`config.mk`:
```
export PLATFORM = sky130hd
export DESIGN_NAME = debounce_sched_flat
export DESIGN_NICKNAME = d
export VERILOG_FILES = /design/src/rtl/debounce_sched_if.sv /design/src/rtl/debounce_sched.sv /design/src/flat_wrapper.sv
export SDC_FILE = /design/constraint.sdc
export NUM_CORES = 1
export LEC_CHECK = 0
export BUFFER_PORTS_ARGS = -buffer_cell sky130_fd_sc_hd__buf_2
export CAP_MARGIN = 30
export CORE_ASPECT_RATIO = 0.75
export CORE_MARGIN = 2
export CORE_UTILIZATION = 50
export CTS_BUF_LIST = sky130_fd_sc_hd__clkbuf_4 sky130_fd_sc_hd__clkbuf_8
export DETAILED_ROUTE_END_ITERATION = 10
export PLACE_DENSITY = 0.68
export SLEW_MARGIN = 20
export SYNTH_ARGS = -nofsm -noshare
export SYNTH_HDL_FRONTEND = slang
export SYNTH_SLANG_ARGS = --single-unit
```
`constraint.sdc`:
```
create_clock -name clk -period 2.2 [get_ports clk]
set_clock_uncertainty 0.1 [all_clocks]
set_input_delay 0.22 -clock clk [delete_from_list [all_inputs] [get_ports clk]]
set_output_delay 0.22 -clock clk [all_outputs]
set_load 0.005 [all_outputs]
```
`src/rtl/debounce_sched_if.sv`:
```
// Press-event handshake between the debounce scheduler and the downstream control logic.
interface debounce_sched_if #(
    parameter int N_CH = 4
);
    localparam int CW = (N_CH > 1) ? $clog2(N_CH) : 1;

    logic          evt_valid;
    logic [CW-1:0] evt_ch;
    logic          evt_ready;
    logic          evt_drop;

    modport master (
        output evt_valid,
        output evt_ch,
        output evt_drop,
        input  evt_ready
    );

    modport slave (
        input  evt_valid,
        input  evt_ch,
        input  evt_drop,
        output evt_ready
    );
endinterface

```
`src/rtl/debounce_sched.sv`:
```
// Multi-channel switch debouncer: one shared sample prescaler, a per-tick sweep over the
// channel FSMs, and a round-robin press-event queue presented over valid/ready.
module debounce_sched #(
    parameter int N_CH       = 4,
    parameter int TICK_DIV   = 8,
    parameter int WAIT_TICKS = 3
) (
    input  logic             clk,
    input  logic             reset,
    input  logic [N_CH-1:0]  sw,
    output logic [N_CH-1:0]  db_level,
    output logic [N_CH-1:0]  db_tick,
    debounce_sched_if.master evt
);
    localparam int CW = (N_CH > 1) ? $clog2(N_CH) : 1;
    localparam int PW = (TICK_DIV > 1) ? $clog2(TICK_DIV) : 1;
    localparam int NW = (WAIT_TICKS > 1) ? $clog2(WAIT_TICKS) : 1;

    localparam logic [CW-1:0] LAST_CH  = CW'(N_CH - 1);
    localparam logic [PW-1:0] LAST_PC  = PW'(TICK_DIV - 1);
    localparam logic [NW-1:0] CNT_INIT = NW'(WAIT_TICKS - 1);

    typedef enum logic [1:0] {
        ST_ZERO,
        ST_WAIT1,
        ST_ONE,
        ST_WAIT0
    } ch_state_t;

    logic [N_CH-1:0] sw_m;
    logic [N_CH-1:0] sw_s;

    always_ff @(posedge clk or negedge reset) begin
        if (!reset) begin
            sw_m <= '0;
            sw_s <= '0;
        end else begin
            sw_m <= sw;
            sw_s <= sw_m;
        end
    end

    logic [PW-1:0] pc;
    logic          sample_tick;

    assign sample_tick = (pc == LAST_PC);

    always_ff @(posedge clk or negedge reset) begin
        if (!reset) begin
            pc <= '0;
        end else if (sample_tick) begin
            pc <= '0;
        end else begin
            pc <= pc + PW'(1);
        end
    end

    // One channel per clock after each sample tick; TICK_DIV > N_CH keeps sweeps disjoint.
    logic          sweep_on;
    logic [CW-1:0] idx;

    always_ff @(posedge clk or negedge reset) begin
        if (!reset) begin
            sweep_on <= 1'b0;
            idx      <= '0;
        end else if (sample_tick) begin
            sweep_on <= 1'b1;
            idx      <= '0;
        end else if (sweep_on) begin
            if (idx == LAST_CH) begin
                sweep_on <= 1'b0;
                idx      <= '0;
            end else begin
                idx <= idx + CW'(1);
            end
        end
    end

    ch_state_t       state_q [N_CH];
    logic [NW-1:0]   cnt_q   [N_CH];
    ch_state_t       cur_state;
    ch_state_t       nxt_state;
    logic [NW-1:0]   cur_cnt;
    logic [NW-1:0]   nxt_cnt;
    logic            cur_s;
    logic            rise;
    logic [N_CH-1:0] rise_vec;

    always_ff @(posedge clk or negedge reset) begin
        if (!reset) begin
            for (int i = 0; i < N_CH; i++) begin
                state_q[i] <= ST_ZERO;
                cnt_q[i]   <= '0;
            end
        end else if (sweep_on) begin
            state_q[idx] <= nxt_state;
            cnt_q[idx]   <= nxt_cnt;
        end
    end

    // Shared next-state logic, evaluated only for the channel the sweep currently selects.
    always_comb begin
        cur_state = state_q[idx];
        cur_cnt   = cnt_q[idx];
        cur_s     = sw_s[idx];
        nxt_state = cur_state;
        nxt_cnt   = cur_cnt;
        rise      = 1'b0;
        case (cur_state)
            ST_ZERO: begin
                if (cur_s) begin
                    nxt_state = ST_WAIT1;
                    nxt_cnt   = CNT_INIT;
                end
            end
            ST_WAIT1: begin
                if (!cur_s) begin
                    nxt_state = ST_ZERO;
                end else if (cur_cnt == '0) begin
                    nxt_state = ST_ONE;
                    rise      = 1'b1;
                end else begin
                    nxt_cnt = cur_cnt - NW'(1);
                end
            end
            ST_ONE: begin
                if (!cur_s) begin
                    nxt_state = ST_WAIT0;
                    nxt_cnt   = CNT_INIT;
                end
            end
            ST_WAIT0: begin
                if (cur_s) begin
                    nxt_state = ST_ONE;
                end else if (cur_cnt == '0) begin
                    nxt_state = ST_ZERO;
                end else begin
                    nxt_cnt = cur_cnt - NW'(1);
                end
            end
            default: begin
                nxt_state = ST_ZERO;
            end
        endcase
    end

    always_comb begin
        rise_vec = '0;
        if (sweep_on && rise) begin
            rise_vec[idx] = 1'b1;
        end
    end

    logic [N_CH-1:0] level_vec;
    logic [N_CH-1:0] rise_q;

    always_comb begin
        level_vec = '0;
        for (int i = 0; i < N_CH; i++) begin
            level_vec[i] = (state_q[i] == ST_ONE) || (state_q[i] == ST_WAIT0);
        end
    end

    always_ff @(posedge clk or negedge reset) begin
        if (!reset) begin
            rise_q   <= '0;
            db_tick  <= '0;
            db_level <= '0;
        end else begin
            rise_q   <= rise_vec;
            db_tick  <= rise_q;
            db_level <= level_vec;
        end
    end

    logic [N_CH-1:0] pend;
    logic [N_CH-1:0] clr_vec;
    logic [N_CH-1:0] pend_nxt;
    logic            drop_nxt;
    logic            accept;
    logic [CW-1:0]   rr;
    logic [CW-1:0]   rr_nxt;
    logic [CW-1:0]   pick_hi;
    logic [CW-1:0]   pick_lo;
    logic            found_hi;
    logic [CW-1:0]   pick_ch;

    assign accept = evt.evt_valid & evt.evt_ready;
    assign rr_nxt = (evt.evt_ch == LAST_CH) ? '0 : evt.evt_ch + CW'(1);

    // A new rise on the channel being accepted re-arms it, so set beats clear without a drop.
    always_comb begin
        clr_vec = '0;
        if (accept) begin
            clr_vec[evt.evt_ch] = 1'b1;
        end
        pend_nxt = (pend & ~clr_vec) | rise_q;
        drop_nxt = |(rise_q & pend & ~clr_vec);
    end

    always_comb begin
        pick_hi  = '0;
        pick_lo  = '0;
        found_hi = 1'b0;
        for (int j = N_CH - 1; j >= 0; j--) begin
            if (pend[j]) begin
                pick_lo = CW'(j);
                if (CW'(j) >= rr) begin
                    pick_hi  = CW'(j);
                    found_hi = 1'b1;
                end
            end
        end
        pick_ch = found_hi ? pick_hi : pick_lo;
    end

    always_ff @(posedge clk or negedge reset) begin
        if (!reset) begin
            pend          <= '0;
            rr            <= '0;
            evt.evt_valid <= 1'b0;
            evt.evt_ch    <= '0;
            evt.evt_drop  <= 1'b0;
        end else begin
            pend         <= pend_nxt;
            evt.evt_drop <= drop_nxt;
            if (accept) begin
                evt.evt_valid <= 1'b0;
                rr            <= rr_nxt;
            end else if (!evt.evt_valid) begin
                evt.evt_valid <= |pend;
                evt.evt_ch    <= pick_ch;
            end
        end
    end
endmodule

```
`src/flat_wrapper.sv`:
```
// flat-port wrapper written by rule: the top's interface ports become plain ports
module debounce_sched_flat 
#(
    parameter int N_CH       = 4,
    parameter int TICK_DIV   = 8,
    parameter int WAIT_TICKS = 3
)
  (clk, reset, sw, db_level, db_tick, evt_evt_valid, evt_evt_ch, evt_evt_drop, evt_evt_ready);
  debounce_sched_if #(.N_CH(N_CH)) evt_i ();
  input  logic clk;
  input  logic reset;
  input  logic [N_CH-1:0] sw;
  output logic [N_CH-1:0] db_level;
  output logic [N_CH-1:0] db_tick;
  output wire logic [$bits(evt_i.evt_valid)-1:0] evt_evt_valid;
  output wire logic [$bits(evt_i.evt_ch)-1:0] evt_evt_ch;
  output wire logic [$bits(evt_i.evt_drop)-1:0] evt_evt_drop;
  input wire logic [$bits(evt_i.evt_ready)-1:0] evt_evt_ready;
  assign evt_evt_valid = evt_i.evt_valid;
  assign evt_evt_ch = evt_i.evt_ch;
  assign evt_evt_drop = evt_i.evt_drop;
  assign evt_i.evt_ready = evt_evt_ready;
  debounce_sched #(.N_CH(N_CH), .TICK_DIV(TICK_DIV), .WAIT_TICKS(WAIT_TICKS)) u_core (.clk(clk), .reset(reset), .sw(sw), .db_level(db_level), .db_tick(db_tick), .evt(evt_i));
endmodule
```
==> flow_metrics.env <==
export IMPL_use_met2_pct=24.1
export IMPL_syn_inst=167
export IMPL_dp_slack_ps=41.6
export IMPL_fmax_mhz=488
export IMPL_cts_tree="built"
export IMPL_clkSinkCount=52
export IMPL_synth_xor_area_share_pct=0.761
export IMPL_p_total_mw=2.29
export IMPL_slew_violations=0
export IMPL_synth_seq_area_share_pct=60.9
export IMPL_final_nets=206
export IMPL_status="finished, final reports clean"
export IMPL_cts_buffer_depth=2
export IMPL_grt_max_degree=53
export IMPL_rsz0062_at_grt="no"
export IMPL_tightest_slew_ps=365
export IMPL_worst_slack_ps=151
export IMPL_period_needed_ps=2050
export IMPL_ant_nets=0
export IMPL_p_per_area_mw_per_mm2=942
export IMPL_yosysTopAreaCell="dfrtp_1"
export IMPL_vias=1280
export IMPL_hold_class="reg -> reg"
export IMPL_relSlewSlack_pct=75.7
export IMPL_worst_skew_pair_late_latency_ps=290
export IMPL_die_y_um=60.6
export IMPL_numCtsBuffers=5
export IMPL_start_kind="flip-flop"
export IMPL_num_rows=20
export IMPL_synth_top_area_share_pct=60.9
export IMPL_grt_util_met1_pct=24.5
export IMPL_io_buffers=18
export IMPL_drive_above_1_share_pct=24.3
export IMPL_drtPass1Iterations=4
export IMPL_setup_violations_final=0
export IMPL_grt_pass1_wl_mm=5.90
export IMPL_cp_max_fo=6
export IMPL_die_area_mm2=0.00482
export IMPL_yosysUniqueCellTypes=29
export IMPL_ys_seq_elements=52
export IMPL_antenna_found_initial=0
export IMPL_hold_viol=0
export IMPL_syn_to_final_growth_pct=13.9
export IMPL_final_core_util_pct=59.7
export IMPL_core_area_mm2=0.00408
export IMPL_synth_top_family_by_area="simple AND/OR/NAND/NOR gates"
export IMPL_grt_use_met3_pct=4.46
export IMPL_yosys_area_share_simple_pct=11.5
export IMPL_gp_congestion=0.865
export IMPL_yosys_warnings=0
export IMPL_n_antenna_cell=0
export IMPL_htreeDepth=2
export IMPL_finalCritPeriodShare_pct=93.1
export IMPL_synth_area_leaders="dfrtp_1, ha_1, mux4_2"
export IMPL_io_pins=19
export IMPL_grt_pass1_vias=1255
export IMPL_clk_pin_slew_worst_paths_ps=80
export IMPL_critPathArrivalTime_ps=2110
export IMPL_synth_edf_count=0
export IMPL_wl_per_cell_um=14.3
export IMPL_critPathKind="reg -> reg"
export IMPL_cts_root_buffer="clkbuf_8"
export IMPL_post_cts_buffers=0
export IMPL_grt_remaining_overflow=0
export IMPL_mappedNetlistArea_mm2=0.00214
export IMPL_drc=0
export IMPL_drt_iter0_drc=64
export IMPL_ir_worst_vdd_mv=0.518
export IMPL_cap_viol_max_count=0
export IMPL_synthArstFlopShare_pct=100
export IMPL_via_per_inst=5.25
export IMPL_syn_nets=184
export IMPL_die_w_um=79.5
export IMPL_start_util_pct=52.4
export IMPL_totalWireLength_mm=3.50
export IMPL_place_detailed_hpwl_mm=2.48
export IMPL_avgSynthCellArea_um2=12.8
export IMPL_endpoint_kind="flip-flop"
export IMPL_worst_ep_required_time_ps=2260
export IMPL_muxShareOfSynthArea_pct=10.8
export IMPL_cellLeakagePower_nw=1.20
export IMPL_tns_ps=0
export IMPL_synth_flop_cell="dfrtp_1"
export IMPL_synth_compound_area_share_pct=7.02
export IMPL_synthAdderAreaFrac_pct=5.85
export IMPL_grt_busiest_layer="met1"
export IMPL_grt_usage_pct=16.4
cell families (layout without fill, tap and decap cells):
kind of cell               after synthesis  count (layout)
and+or+nand+nor                         48              48
AOI/OAI and AO/OA                       24              24
adders and majority gates               10              10
buffers and inverters                   16              38
DFF                                     52              52
muxes                                   16              16
xor gates and xnor gates                 1               1
worst paths after layout:
path                                            from  slack (ps)  depth (start not counted)                             to
min in group asynchronous                      reset         340                          3       u_core.pend[2]$_DFF_PN0_
hold / removal              u_core.sw_m[0]$_DFF_PN0_         250                          0       u_core.sw_s[0]$_DFF_PN0_
max in group asynchronous                      reset        1420                          3      u_core.idx[0]$_DFFE_PN0P_
hold reg to reg             u_core.sw_m[0]$_DFF_PN0_         250                          0       u_core.sw_s[0]$_DFF_PN0_
setup / recovery           u_core.idx[0]$_DFFE_PN0P_         150                          4  u_core.state_q[5]$_DFFE_PN0P_
setup reg to reg           u_core.idx[0]$_DFFE_PN0P_         150                          4  u_core.state_q[5]$_DFFE_PN0P_
placed cells by master, fill, tap and decap left out:
cell and n:
a21o_1 4, a21oi_1 5, a22oi_1 1, a31oi_1 8
and2_1 9, and4b_1 1, buf_12 1, buf_2 18
buf_4 2, clkbuf_8 7, dfrtp_1 51, dfrtp_2 1
dlygate4sd3_1 5, ha_1 10, inv_1 5, mux2_2 7
mux2i_1 3, mux2i_2 1, mux4_2 5, nand2_1 7
nand2b_1 2, nand3_1 4, nand4_1 1, nand4bb_1 1
nor2_1 18, nor2b_1 1, nor3_1 1, nor3b_2 1
o21ai_0 3, o21ai_1 1, o311a_1 1, o31ai_1 1
or2_2 2, xnor2_2 1
through the flow:
| stage | instance area, um^2 | hold WS [ps] | std cells |
|---|---|---|---|
| after global routing | 2430 | 264 | 244 |
| final | 2430 | 254 | 244 |
| after global placement | 2280 | 125 | 232 |
| after CTS | 2430 | 258 | 244 |
| after floorplan | 2140 | -176 | 167 |
| after detailed placement | 2280 | 129 | 232 |
critical path, stage by stage, from the launching register on:
cell	delay, ps
dfrtp_2	480
mux4_2	570
nor3b_2	310
mux2i_2	350
a21oi_1	110
repair_timing:
item,CTS,global route
endpoints found under the setup margin,0,5
gates resized for setup,0,2
hold endpoints to repair,56,0
hold buffers,5,0
state kept, by name (all words and copies together) (netlist names):
name                  cells
u_core.cnt_q              8
u_core.state_q            8
u_core.db_level           4
u_core.db_tick            4
u_core.pend               4
u_core.rise_q             4
u_core.sw_m               4
u_core.sw_s               4
u_core.pc                 3
u_core.evt.evt_ch         2
u_core.idx                2
u_core.rr                 2
u_core.evt.evt_drop       1
u_core.evt.evt_valid      1
u_core.sweep_on           1
layer usage:
metal,vias up,routed length [um]
met2,31,1480
met1,635,1850
met4,0,23
met5,-,0
met3,5,146
li1,609,-
where the power goes:
| group | total [mW] | switching [mW] | internal, mW |
|---|---|---|---|
| Sequential | 1.27 | 0.153 | 1.12 |
| Clock | 0.552 | 0.272 | 0.280 |
| Combinational | 0.472 | 0.223 | 0.250 |
| Total | 2.29 | 0.648 | 1.65 |
cell type report:
cell class,count,area [um^2]
Multi-Input combinational cell,99,773
Sequential cell,52,1300
Tap cell,55,68.8
Inverter,5,18.8
Fill cell,317,1640
Clock buffer,7,96.3
Timing Repair Buffer,26,175
synth_stat cells, types with 2 or more instances:
cell type,n
a21o_1,4
o21ai_0,3
a21oi_1,5
nand2_1,7
clkbuf_1,10
ha_1,10
nand3_1,4
mux2_2,7
inv_1,5
mux2i_1,4
and2_1,9
or2_2,2
nor2_1,18
nand2b_1,2
mux4_2,5
a31oi_1,8
dfrtp_1,52
Power figures use the tool's default switching activity.
